===== src/rtl/amo_req_adapter.sv =====
// amo_req_adapter: bridges single 32-bit core load/store/AMO requests onto a
// 64-bit SRAM bank port behind the atomic-memory shim. Requests are checked
// and encoded at acceptance, replayed to the bank until granted, and the
// selected 32-bit lane of the read data is returned to the core. Only one
// transaction is in flight at a time.
//
// Handshakes:
//   core side : a request transfers on a cycle with core_req_i=1 and
//               core_gnt_o=1; the core holds its request stable until then.
//               Exactly one core_rvalid_o pulse answers each accepted request.
//   bank side : bank_req_o and every bank_* field stay stable until a cycle
//               with bank_gnt_i=1; bank_rdata_i is valid the following cycle.
module amo_req_adapter #(
    parameter int AddrWidth    = 32,
    parameter int AddrMemWidth = 29
) (
    input  logic                    clk_i,
    input  logic                    rst_ni,
    // core request / response
    input  logic                    core_req_i,
    output logic                    core_gnt_o,
    input  logic [AddrWidth-1:0]    core_addr_i,
    input  logic                    core_we_i,
    input  logic [3:0]              core_be_i,
    input  logic [31:0]             core_wdata_i,
    input  logic [31:0]             core_swap_i,
    input  logic [3:0]              core_amo_i,
    output logic                    core_rvalid_o,
    output logic [31:0]             core_rdata_o,
    output logic                    core_err_o,
    // bank port
    output logic                    bank_req_o,
    input  logic                    bank_gnt_i,
    output logic [AddrMemWidth-1:0] bank_add_o,
    output logic [3:0]              bank_amo_o,
    output logic                    bank_wen_o,
    output logic [63:0]             bank_wdata_o,
    output logic [7:0]              bank_be_o,
    input  logic [63:0]             bank_rdata_i,
    // current FSM state, for observation only
    output logic [2:0]              dbg_state_o
);

    localparam logic [3:0] AMO_NONE = 4'h0;
    localparam logic [3:0] AMO_CAS  = 4'hA;

    typedef enum logic [2:0] {
        ST_IDLE  = 3'd0,
        ST_ISSUE = 3'd1,
        ST_WAIT  = 3'd2,
        ST_RESP  = 3'd3,
        ST_ERR   = 3'd4
    } state_t;

    state_t r_state;
    state_t w_state_nxt;

    // latched, already-encoded bank request
    logic [AddrMemWidth-1:0] r_add;
    logic [3:0]              r_amo;
    logic                    r_wen;
    logic [63:0]             r_wdata;
    logic [7:0]              r_be;
    logic                    r_lane_hi;
    logic [31:0]             r_rdata;

    // request decode
    logic        w_is_amo;
    logic        w_is_cas;
    logic        w_lane_hi;
    logic        w_illegal;
    logic [63:0] w_wdata_enc;
    logic [7:0]  w_be_enc;
    logic        w_accept;

    // FSM-derived controls
    logic w_gnt;
    logic w_issue;
    logic w_rvalid;
    logic w_err;

    assign w_is_amo  = (core_amo_i != AMO_NONE);
    assign w_is_cas  = (core_amo_i == AMO_CAS);
    assign w_lane_hi = core_addr_i[2];

    // Illegal: misaligned AMO, unknown opcode, CAS on the upper lane (the shim
    // only compares the lower lane), or a plain access with no bytes enabled.
    assign w_illegal = (w_is_amo && (core_addr_i[1:0] != 2'b00))
                     || (core_amo_i > AMO_CAS)
                     || (w_is_cas && w_lane_hi)
                     || (!w_is_amo && (core_be_i == 4'h0));

    // CAS carries the new value in the upper half and the compare value in
    // the lower half; everything else replicates the operand into both lanes.
    assign w_wdata_enc = w_is_cas ? {core_swap_i, core_wdata_i}
                                  : {core_wdata_i, core_wdata_i};

    // Byte-enable encoding: AMOs always cover the whole selected word.
    always_comb begin
        w_be_enc = 8'h00;
        if (w_is_cas) begin
            w_be_enc = 8'h0F;
        end else if (w_is_amo) begin
            w_be_enc = w_lane_hi ? 8'hF0 : 8'h0F;
        end else begin
            w_be_enc = w_lane_hi ? {core_be_i, 4'h0} : {4'h0, core_be_i};
        end
    end

    assign w_accept = (r_state == ST_IDLE) && core_req_i;

    // Next-state and per-state control outputs.
    always_comb begin
        w_state_nxt = r_state;
        w_gnt       = 1'b0;
        w_issue     = 1'b0;
        w_rvalid    = 1'b0;
        w_err       = 1'b0;
        case (r_state)
            ST_IDLE: begin
                w_gnt = 1'b1;
                if (core_req_i) begin
                    w_state_nxt = w_illegal ? ST_ERR : ST_ISSUE;
                end
            end
            ST_ISSUE: begin
                w_issue = 1'b1;
                if (bank_gnt_i) begin
                    w_state_nxt = ST_WAIT;
                end
            end
            ST_WAIT: begin
                w_state_nxt = ST_RESP;
            end
            ST_RESP: begin
                w_rvalid    = 1'b1;
                w_state_nxt = ST_IDLE;
            end
            ST_ERR: begin
                w_rvalid    = 1'b1;
                w_err       = 1'b1;
                w_state_nxt = ST_IDLE;
            end
            default: begin
                w_state_nxt = ST_IDLE;
            end
        endcase
    end

    // State register; a reset abandons any transaction without a response.
    always_ff @(posedge clk_i) begin
        if (!rst_ni) begin
            r_state <= ST_IDLE;
        end else begin
            r_state <= w_state_nxt;
        end
    end

    // Latch the encoded request on acceptance so the bank sees stable fields.
    always_ff @(posedge clk_i) begin
        if (!rst_ni) begin
            r_add     <= '0;
            r_amo     <= AMO_NONE;
            r_wen     <= 1'b0;
            r_wdata   <= '0;
            r_be      <= '0;
            r_lane_hi <= 1'b0;
        end else if (w_accept && !w_illegal) begin
            r_add     <= core_addr_i[AddrMemWidth+2:3];
            r_amo     <= core_amo_i;
            r_wen     <= core_we_i && !w_is_amo;
            r_wdata   <= w_wdata_enc;
            r_be      <= w_be_enc;
            r_lane_hi <= w_lane_hi;
        end
    end

    // Response data: cleared on every acceptance (so errors return zero),
    // then loaded with the addressed lane when the bank data arrives.
    always_ff @(posedge clk_i) begin
        if (!rst_ni) begin
            r_rdata <= '0;
        end else if (w_accept) begin
            r_rdata <= '0;
        end else if (r_state == ST_WAIT) begin
            r_rdata <= r_lane_hi ? bank_rdata_i[63:32] : bank_rdata_i[31:0];
        end
    end

    // Core can only be granted outside reset.
    assign core_gnt_o    = w_gnt && rst_ni;
    assign core_rvalid_o = w_rvalid;
    assign core_err_o    = w_err;
    assign core_rdata_o  = r_rdata;

    // Bank fields are driven only while requesting and read as zero otherwise.
    assign bank_req_o   = w_issue;
    assign bank_add_o   = w_issue ? r_add   : '0;
    assign bank_amo_o   = w_issue ? r_amo   : AMO_NONE;
    assign bank_wen_o   = w_issue && r_wen;
    assign bank_wdata_o = w_issue ? r_wdata : '0;
    assign bank_be_o    = w_issue ? r_be    : '0;

    assign dbg_state_o = r_state;

    // Address bits above the bank range do not select anything.
    if (AddrWidth > AddrMemWidth + 3) begin : g_addr_hi
        logic w_unused_addr_hi;
        assign w_unused_addr_hi = ^core_addr_i[AddrWidth-1:AddrMemWidth+3];
    end

endmodule


===== config.mk =====
export PLATFORM = sky130hd
export DESIGN_NAME = amo_req_adapter
export DESIGN_NICKNAME = d
export VERILOG_FILES = /design/src/rtl/amo_req_adapter.sv
export SDC_FILE = /design/constraint.sdc
export NUM_CORES = 1
export LEC_CHECK = 0
export ABC_AREA = 1
export CAP_MARGIN = 20
export CORE_MARGIN = 2
export CORE_UTILIZATION = 42
export DETAILED_ROUTE_END_ITERATION = 8
export PLACE_DENSITY = 0.84
export SLEW_MARGIN = 40
export SYNTH_ARGS = -nofsm -noshare
export SYNTH_HDL_FRONTEND = slang
export SYNTH_SLANG_ARGS = --single-unit

===== constraint.sdc =====
create_clock -name clk_i -period 1.59 [get_ports clk_i]
set_input_delay 0.318 -clock clk_i [delete_from_list [all_inputs] [get_ports clk_i]]
set_output_delay 0.318 -clock clk_i [all_outputs]
set_load 0.005 [all_outputs]

# Word level (Yosys, flattened, before mapping)
# Index checks and enable logic that the tools add are counted.
[totals] out_inout_bits=145 regBits=142
[op_classes] reduce_logical=20 order_cmp=1 mux=18 n_eq_ne=7 n_bitwise=1
[op_table] op="$mux W64" n=2
[op_table] op="$mux W8" n=5
[op_table] op="$mux W32" n=1
[op_table] op="$mux W29" n=1
[op_table] op="$mux W3" n=3
[op_table] op="$pmux W3 S3" n=1
[op_table] op="$logic_and A1 B1 Y1" n=8
[op_table] op="$eq A3 B2 Y1 const B" n=2
[op_table] op="$eq A4 B4 Y1 const B" n=1
[op_table] op="$gt A4 B4 Y1 const B" n=1
[op_table] op="$logic_not A4 Y1" n=1
[op_table] op="$mux W1" n=4
[op_table] op="$mux W4" n=1
[op_table] op="$ne A2 B2 Y1 const B" n=2
[op_table] op="$reduce_bool A4 Y1" n=1
[op_table] op="$reduce_or A2 Y1" n=2
[op_table] op="$eq A3 B1 Y1 const B" n=1
[op_table] op="$eq A3 B3 Y1 const B" n=1
[op_table] op="$logic_not A3 Y1" n=1
[op_table] op="$logic_or A1 B1 Y1" n=3
[op_table] op="$logic_not A1 Y1" n=2
[op_table] op="$reduce_and A2 Y1" n=1
[op_table] op="$reduce_bool A2 Y1" n=1
[op_table] op="$not A1 Y1" n=1

# Logic depth before layout (Yosys ltp)
# Gate-level depths: netlist of the first run.
[logic_depth] ltp_word=8 mapped_depth=10

# Worst setup path after synthesis of the first run
# No wires, ideal clock.
[synth_timing] path_type="reg2out" startpoint="register r_state[1] (netlist: dbg_state_o[1])" endpoint="output bank_req_o" path_slack_ns=0.032 stages_incl_launch_ff=6 arrival_ns=1.240 cell_sequence="dfxtp_1 -> inv_1 -> nand3_1 -> buf_2 -> buf_1 -> inv_1"
[synth_between] elab_chain_cells=2
[synth_rtl] element="start, declared" line_no="55" text="state_t r_state;"
[synth_rtl] element="start signal, assigned" line_no="155" text="r_state <= w_state_nxt;"
[synth_rtl] element="$eq A3 B1 Y1" line_no="119" text="case (r_state)"
[synth_rtl] element="$mux W1" line_no="119"
[synth_rtl] element="end, declared" line_no="32" text="output logic bank_req_o,"
# Every way passes these cells.

# Worst setup path in the final report of the first run
[layout_timing] startpoint="input core_be_i[3]" endpoint="register r_wdata[43]"
[layout_between] elab_chain_cells=5
[layout_rtl] element="start, declared" line_no="24" text="input logic [3:0] core_be_i,"
[layout_rtl] element="$logic_not A4 Y1" line_no="91" text="|| (!w_is_amo && (core_be_i == 4'h0));"
[layout_rtl] element="$logic_and A1 B1 Y1" line_no="91"
[layout_rtl] element="$logic_or A1 B1 Y1" line_no="91"
[layout_rtl] element="$logic_not A1 Y1" line_no="168" text="end else if (w_accept && !w_illegal) begin"
[layout_rtl] element="$logic_and A1 B1 Y1" line_no="168"
[layout_rtl] element="end signal, assigned" line_no="172" text="r_wdata <= w_wdata_enc;"
[layout_rtl] element="end, declared" line_no="62" text="logic [63:0] r_wdata;"
# Every way passes these cells.
# A chain may end at the register's enable or synchronous reset.

==> results of run 1 <==
[cells in the final DEF (no fill, tap or decap), drive strengths merged]
cell type and instances:
inv 126, clkbuf 41, o21ai 6, a211oi 1
clkinvlp 2, nand2 285, clkdlybuf4s15 30, clkdlybuf4s50 184
dfxtp 142, nand3 115, a21oi 143, bufbuf 2
mux2 32, nor3 2, buf 174, clkinv 5
nor2 127, dlygate4sd2 22, dlymetal6s2s 1, diode 3
nand4 1, or2 2, bufinv 4
[Yosys cell counts]
library cell  number
nand2_1          283
a21oi_1          143
dfxtp_1          142
nor2_1           123
inv_1            120
nand3_1          103
mux2_2            32
buf_2             31
clkbuf_1          30
nand3_2           11
buf_1              6
o21ai_0            6
buf_4              5
buf_6              5
inv_2              4
nor2_2             3
nand2_2            2
nor3_1             2
a211oi_1           1
clkbuf_8           1
nand4_1            1
nor2_4             1
or2_1              1
or2_2              1
[kinds of logic (layout without fill, tap and decap cells)]
kind of cell | Yosys count | after routing | synth area share
flip-flops | 142 | 142 | 0.404
buffers and inverters | 202 | 591 | 0.123
AND/OR/NAND/NOR | 531 | 532 | 0.315
AO/OA/AOI/OAI | 150 | 150 | 0.107
other | 0 | 3 | 0
multiplexers | 32 | 32 | 0.0512
[power by group]
| part | internal (mW) | switching [mW] |
|---|---|---|
| clock | 2.78 | 1.62 |
| sequential | 3.68 | 0.105 |
| combinational | 1.60 | 1.58 |
| total | 8.06 | 3.30 |
[metrics by stage]
step / worst slack, ps / power [mW] / TNS (ps)
6_report: -335 / 11.4 / -58770
5_1_grt: -374 / 11.6 / -69140
4_1_cts: -285 / 10.3 / -23140
3_5_place_dp: -474 / 5.65 / -59940
3_3_place_gp: -407 / 5.61 / -53780
2_1_floorplan: 31.8 / 4.64 / 0
[layer usage]
metal  vias up  share of wire  routed length, um
li1       4094              -                  -
met1      4421           0.34              12100
met2       670           0.51              18100
met3       182          0.092               3290
met4         0          0.063               2260
met5         -              0                  0
[registers in the layout, indices dropped and copies added (netlist names)]
name	count
r_be	8
r_add	29
r_amo	4
core_rdata_o	32
r_wdata	64
r_lane_hi	1
r_wen	1
dbg_state_o	3
[worst max-delay path, cell delays in order]
cell	delay [ps]
clkdlybuf4s50_1	460
nor3_1	340
nand3_1	320
nand3_4	230
buf_6	150
clkbuf_16	170
nand2_4	50
a21oi_1	210
[path summary, 6_finish.rpt]
| kind | depth (start not counted) | endpoint | from | slack (ps) |
|---|---|---|---|---|
| setup / recovery | 8 | r_wdata[43] | core_be_i[3] | -330 |
| hold / removal | 3 | r_amo[1] | core_amo_i[1] | 370 |
| setup reg to reg | 12 | core_rdata_o[8] | dbg_state_o[0] | -330 |
| hold reg to reg | 2 | r_wdata[36] | r_wdata[36] | 460 |
[area by class of cell]
type / instances / share of cell area
clock inverters: 10 / 0.0114
well taps: 220 / 0.0197
repair buffers: 433 / 0.340
flip-flops and latches: 142 / 0.204
clock buffers: 21 / 0.0344
diodes: 3 / 0.000537
inverters: 124 / 0.0356
repair inverters: 3 / 0.00313
multi-input cells: 714 / 0.351
[what timing repair did]
| action | in CTS | in global routing |
|---|---|---|
| cloned | 7 | 29 |
| endpoints found under the setup margin | 234 | 266 |
| gates resized for setup | 541 | 416 |
| pin swaps | 8 | 71 |
| setup buffers | 11 | 24 |
==> out/qor.yml, run 1 <==
run:
  cap_viol_max_count: 0
drt:
  viasPerCell: 5.61
  wirelength_mm: 35.7
  wl_per_cell_um: 21.4
  drt_iter0_drc: 668
  vias: 9367
  drc: 0
  firstDrtPassIters: 8
  drtAntennaViolNets: 0
global_routing:
  grt_use_met2: 0.512
  gr-usage-met3: 0.0753
  grt_pass1_wl_mm: 40.5
  grt-ovfl-total: 0
  grt_max_degree: 60
  grt_usage: 0.286
  grt_pass1_vias: 8038
  use_met1: 0.319
  grt_most_used_layer: "met2"
  antenna_found_initial: 2
clocking:
  clockBufferDepth: 2
  cts_hold_buf: 0
  numCtsBuffers: 17
  cts.sinks: 142
  cts_root_buffer: "clkbuf_16"
  cts_tree: "yes"
  clock_latency_ps: 430
  cts.clk_slew.worst_paths_ps: 70
  htreeDepth: 4
timing:
  slew_headroom: 0.455
  setup_slack_ps: -335
  rsz0062_at_grt: "yes"
  hold_ws_ps: 374
  worstMarginPinSlew_ps: 818
  min_period_ps: 1920
  finalSetupViolations: 260
  skew_ps: 9.41
  fmax_mhz: 520
  fin_crit_sh: 1.21
  hold_viol: 0
  slew_violations: 0
run_status:
  outcome: "finished, violations left"
  violations: "setup timing"
floorplan:
  die_w_um: 133
  io_pins: 318
  dieHeight_um: 133
  initial_core_util: 0.428
  row_count: 47
  die-area_mm2: 0.0178
  coreArea_mm2: 0.0165
place:
  placed_cells_incl_taps: 1568
  port_buffers: 317
  place_area_mm2: 0.0107
  place.gp.congestion: 0.899
  post-dp-hpwl_mm: 17.3
setup_path:
  critPathMaxFanout: 5
  cp-start-kind: "input pin"
  worst_setup_path_end_kind: "flop"
  cp_data_required_time_ps: 1930
  worstSetupPathType: "input pin to flop"
  arrival_ps: 2260
cells_and_area:
  nFillCells: 839
  seqCellArea_mm2: 0.00285
  final_core_util: 0.849
  area_delta_synth_final_pct: 98.5
  fin_area_mm2: 0.0140
  layout.nets: 1608
  multi_input_area_mm2: 0.00491
  drive_gt1_frac: 0.435
  finalNonFillerCells: 1670
synthesis:
  synth-seq-cells: 142
  ys_warn_count: 0
  synth_top_area_cell: "dfxtp_1"
  synth-seq-area-share: 0.404
  syn-mean-instance-area_um2: 6.66
  synth_fp_nets: 1230
  synthesis.area_mm2: 0.00704
  synth_cell_types: 24
  synthesis.instances: 1057
  netlist.area_leader.share: 0.404
  synthTopCellsByArea: "dfxtp_1 40%, nand2_1 15%, a21oi_1 10%"
power:
  power_density_mw_per_mm2: 813
  peakVddDrop_mv: 0.816
  cellLeakagePower_nw: 5.27
worst_hold_path:
  min_path_type: "input pin to flop"
No activity file was read; power rests on OpenSTA's default activity.
==> run 2: changes to the inputs <==
Settings changed: CTS_CLUSTER_DIAMETER set to 80.
==> results of run 2 <==
Final layout, timing and power as in run 1 (identical DEF).
==> run 3: changes to the inputs <==
Settings changed: CTS_CLUSTER_DIAMETER 80 to 100, HOLD_SLACK_MARGIN set to 0.12.
Clock period 1.59 ns to 2 ns, I/O delays scaled along.
==> run 3 against run 2 <==
  * Sequential power is 21% lower
  * Core utilization is 17 points lower
  * Hold slack better by 84 ps
  * First-iteration DRC count is 36% lower
  * The run now ends clean
  * Largest power group unchanged
==> out/qor.yml, run 3 (synthesis results as in run 1) <==
cells_and_area:
  max_flop_register: "r_wdata"
  layout.nets: 1541
  nFillCells: 1441
  largest_reg_flops: 64
  final_common_cell: "nand2_1"
  drive_gt1_frac: 0.203
  final_cell_mix: "282 x nand2_1, 207 x clkdlybuf4s50_1, 143 x a21oi_1"
  antenna_cells: 0
  area_delta_synth_final_pct: 59.0
drt:
  wl_per_cell_um: 15.2
  wirelength_mm: 24.3
  viasPerCell: 5.01
  drt_iter0_drc: 427
  drtAntennaViolNets: 0
  drc: 0
  vias: 8020
  firstDrtPassIters: 7
power:
  peakVddDrop_mv: 0.587
  p_total_mw: 7.76
  power_density_mw_per_mm2: 693
  cellLeakagePower_nw: 4.31
clocking:
  cts_tree: "yes"
  clockBufferDepth: 2
  numCtsBuffers: 17
  cts_hold_buf: 0
  htreeDepth: 4
  cts_root_buffer: "clkbuf_16"
  clock_latency_ps: 410
  cts.clk_slew.worst_paths_ps: 50
  cts.sinks: 142
run_status:
  outcome: "complete, no violations"
setup_path:
  cp_data_required_time_ps: 1600
  cp_slowest_stage_delay_ps: 320
  critPathMaxFanout: 6
  worst_setup_path_end_kind: "primary output"
  cp-start-kind: "flop"
  crit_start: "dbg_state_o[1]"
  worstSetupPathType: "flop to primary output"
  cpMaxStageDelayCell: "dfxtp_2"
  crit_chain: "inv_2, nand3_4, buf_12, buf_12, clkbuf_16, nor2_4, buf_2"
  crit_path_frequent_cell: "buf_12"
  arrival_ps: 1560
  worstReg2RegStart: "dbg_state_o[0]"
timing:
  fin_crit_sh: 0.981
  min_period_ps: 1960
  slew_violations: 0
  skew_ps: 4.91
  setup_tns_ps: 0
  setup_slack_ps: 37.6
  slew_headroom: 0.553
  fmax_mhz: 510
  hold_viol: 0
  finalSetupViolations: 0
  worstMarginPinSlew_ps: 670
global_routing:
  grt_most_used_layer: "met2"
  grt_pass1_wl_mm: 37.6
  grt_max_degree: 62
  gr-usage-met3: 0.0681
  antenna_found_initial: 0
  grt_usage: 0.264
  grt_pass1_vias: 7599
  grt_use_met2: 0.460
  use_met1: 0.302
  grt-ovfl-total: 0
floorplan:
  dieHeight_um: 133
  initial_core_util: 0.428
  io_pins: 318
  coreArea_mm2: 0.0165
  die-area_mm2: 0.0178
  die_w_um: 133
  row_count: 47
worst_hold_path:
  hold_start: "r_add[5]"
  min_path_type: "flop to flop"
place:
  dp_slack_ps: -117
  place.gp.congestion: 0.878
  post-dp-hpwl_mm: 16.7
  port_buffers: 317
run:
  cap_viol_max_count: 0
-- run 3: cell types whose count changed in the layout (fill, tap and decap cells not counted), sizes merged --
cell           previous run  this run
clkinv                    5         4
clkinvlp                  2         0
inv                     126       123
diode                     3         0
bufinv                    4         3
clkdlybuf4s50           184       207
nand3                   115       114
clkbuf                   41        30
dlymetal6s2s              1         0
clkdlybuf4s15            30        10
buf                     174       137
dlygate4sd2              22        11
bufbuf                    2         0
-- run 3: final cells by class --
type / instances / area, um^2 / area share
clock buffers: 25 / 475 / 0.0425
flip-flops and latches: 142 / 2850 / 0.254
multi-input cells: 713 / 3540 / 0.317
repair buffers: 370 / 3480 / 0.311
well taps: 220 / 275 / 0.0246
clock inverters: 6 / 109 / 0.00973
inverters: 124 / 467 / 0.0417
-- run 3: final timing paths --
| check | endpoint | slack, ps | cells after the start |
|---|---|---|---|
| max reg2reg | r_add[23] | 320 | 7 |
| min reg2reg | r_add[5] | 460 | 2 |
| min | r_add[5] | 460 | 2 |
| max | bank_wdata_o[27] | 40 | 7 |
-- run 3: metrics by stage --
| step | cells | util | instance area, um^2 | hold WS, ps |
|---|---|---|---|---|
| after floorplan | 1057 | - | 7040 | 439 |
| final | 1600 | 0.680 | 11200 | 458 |
| after global placement | 1550 | 0.641 | 10600 | 447 |
| after CTS | 1597 | 0.678 | 11200 | 460 |
| after global routing | 1600 | 0.680 | 11200 | 474 |
| after detailed placement | 1550 | 0.641 | 10600 | 452 |
-- run 3: worst max-delay path: cells and delay by family (launching register included) --
kind | cells | cell delay (ps)
buf+inv | 5 | 630
flops | 1 | 320
simple gates | 2 | 190
-- run 3: power by group --
| part | internal, mW | switching, mW |
|---|---|---|
| clock | 2.02 | 1.15 |
| sequential | 2.93 | 0.0524 |
| combinational | 0.820 | 0.790 |
-- run 3: repair_timing --
action                     4_1_cts  5_1_grt
buffers inserted                14        3
setup endpoints to repair      110       80
gates cloned                     4        2
pin swaps                        3        1
gates resized for setup        401       74
-- run 3: routing by layer --
layer / vias up / wire length (um)
met1: 3654 / 9230
met2: 376 / 12100
met5: - / 0
met3: 56 / 2150
met4: 0 / 791
li1: 3934 / -
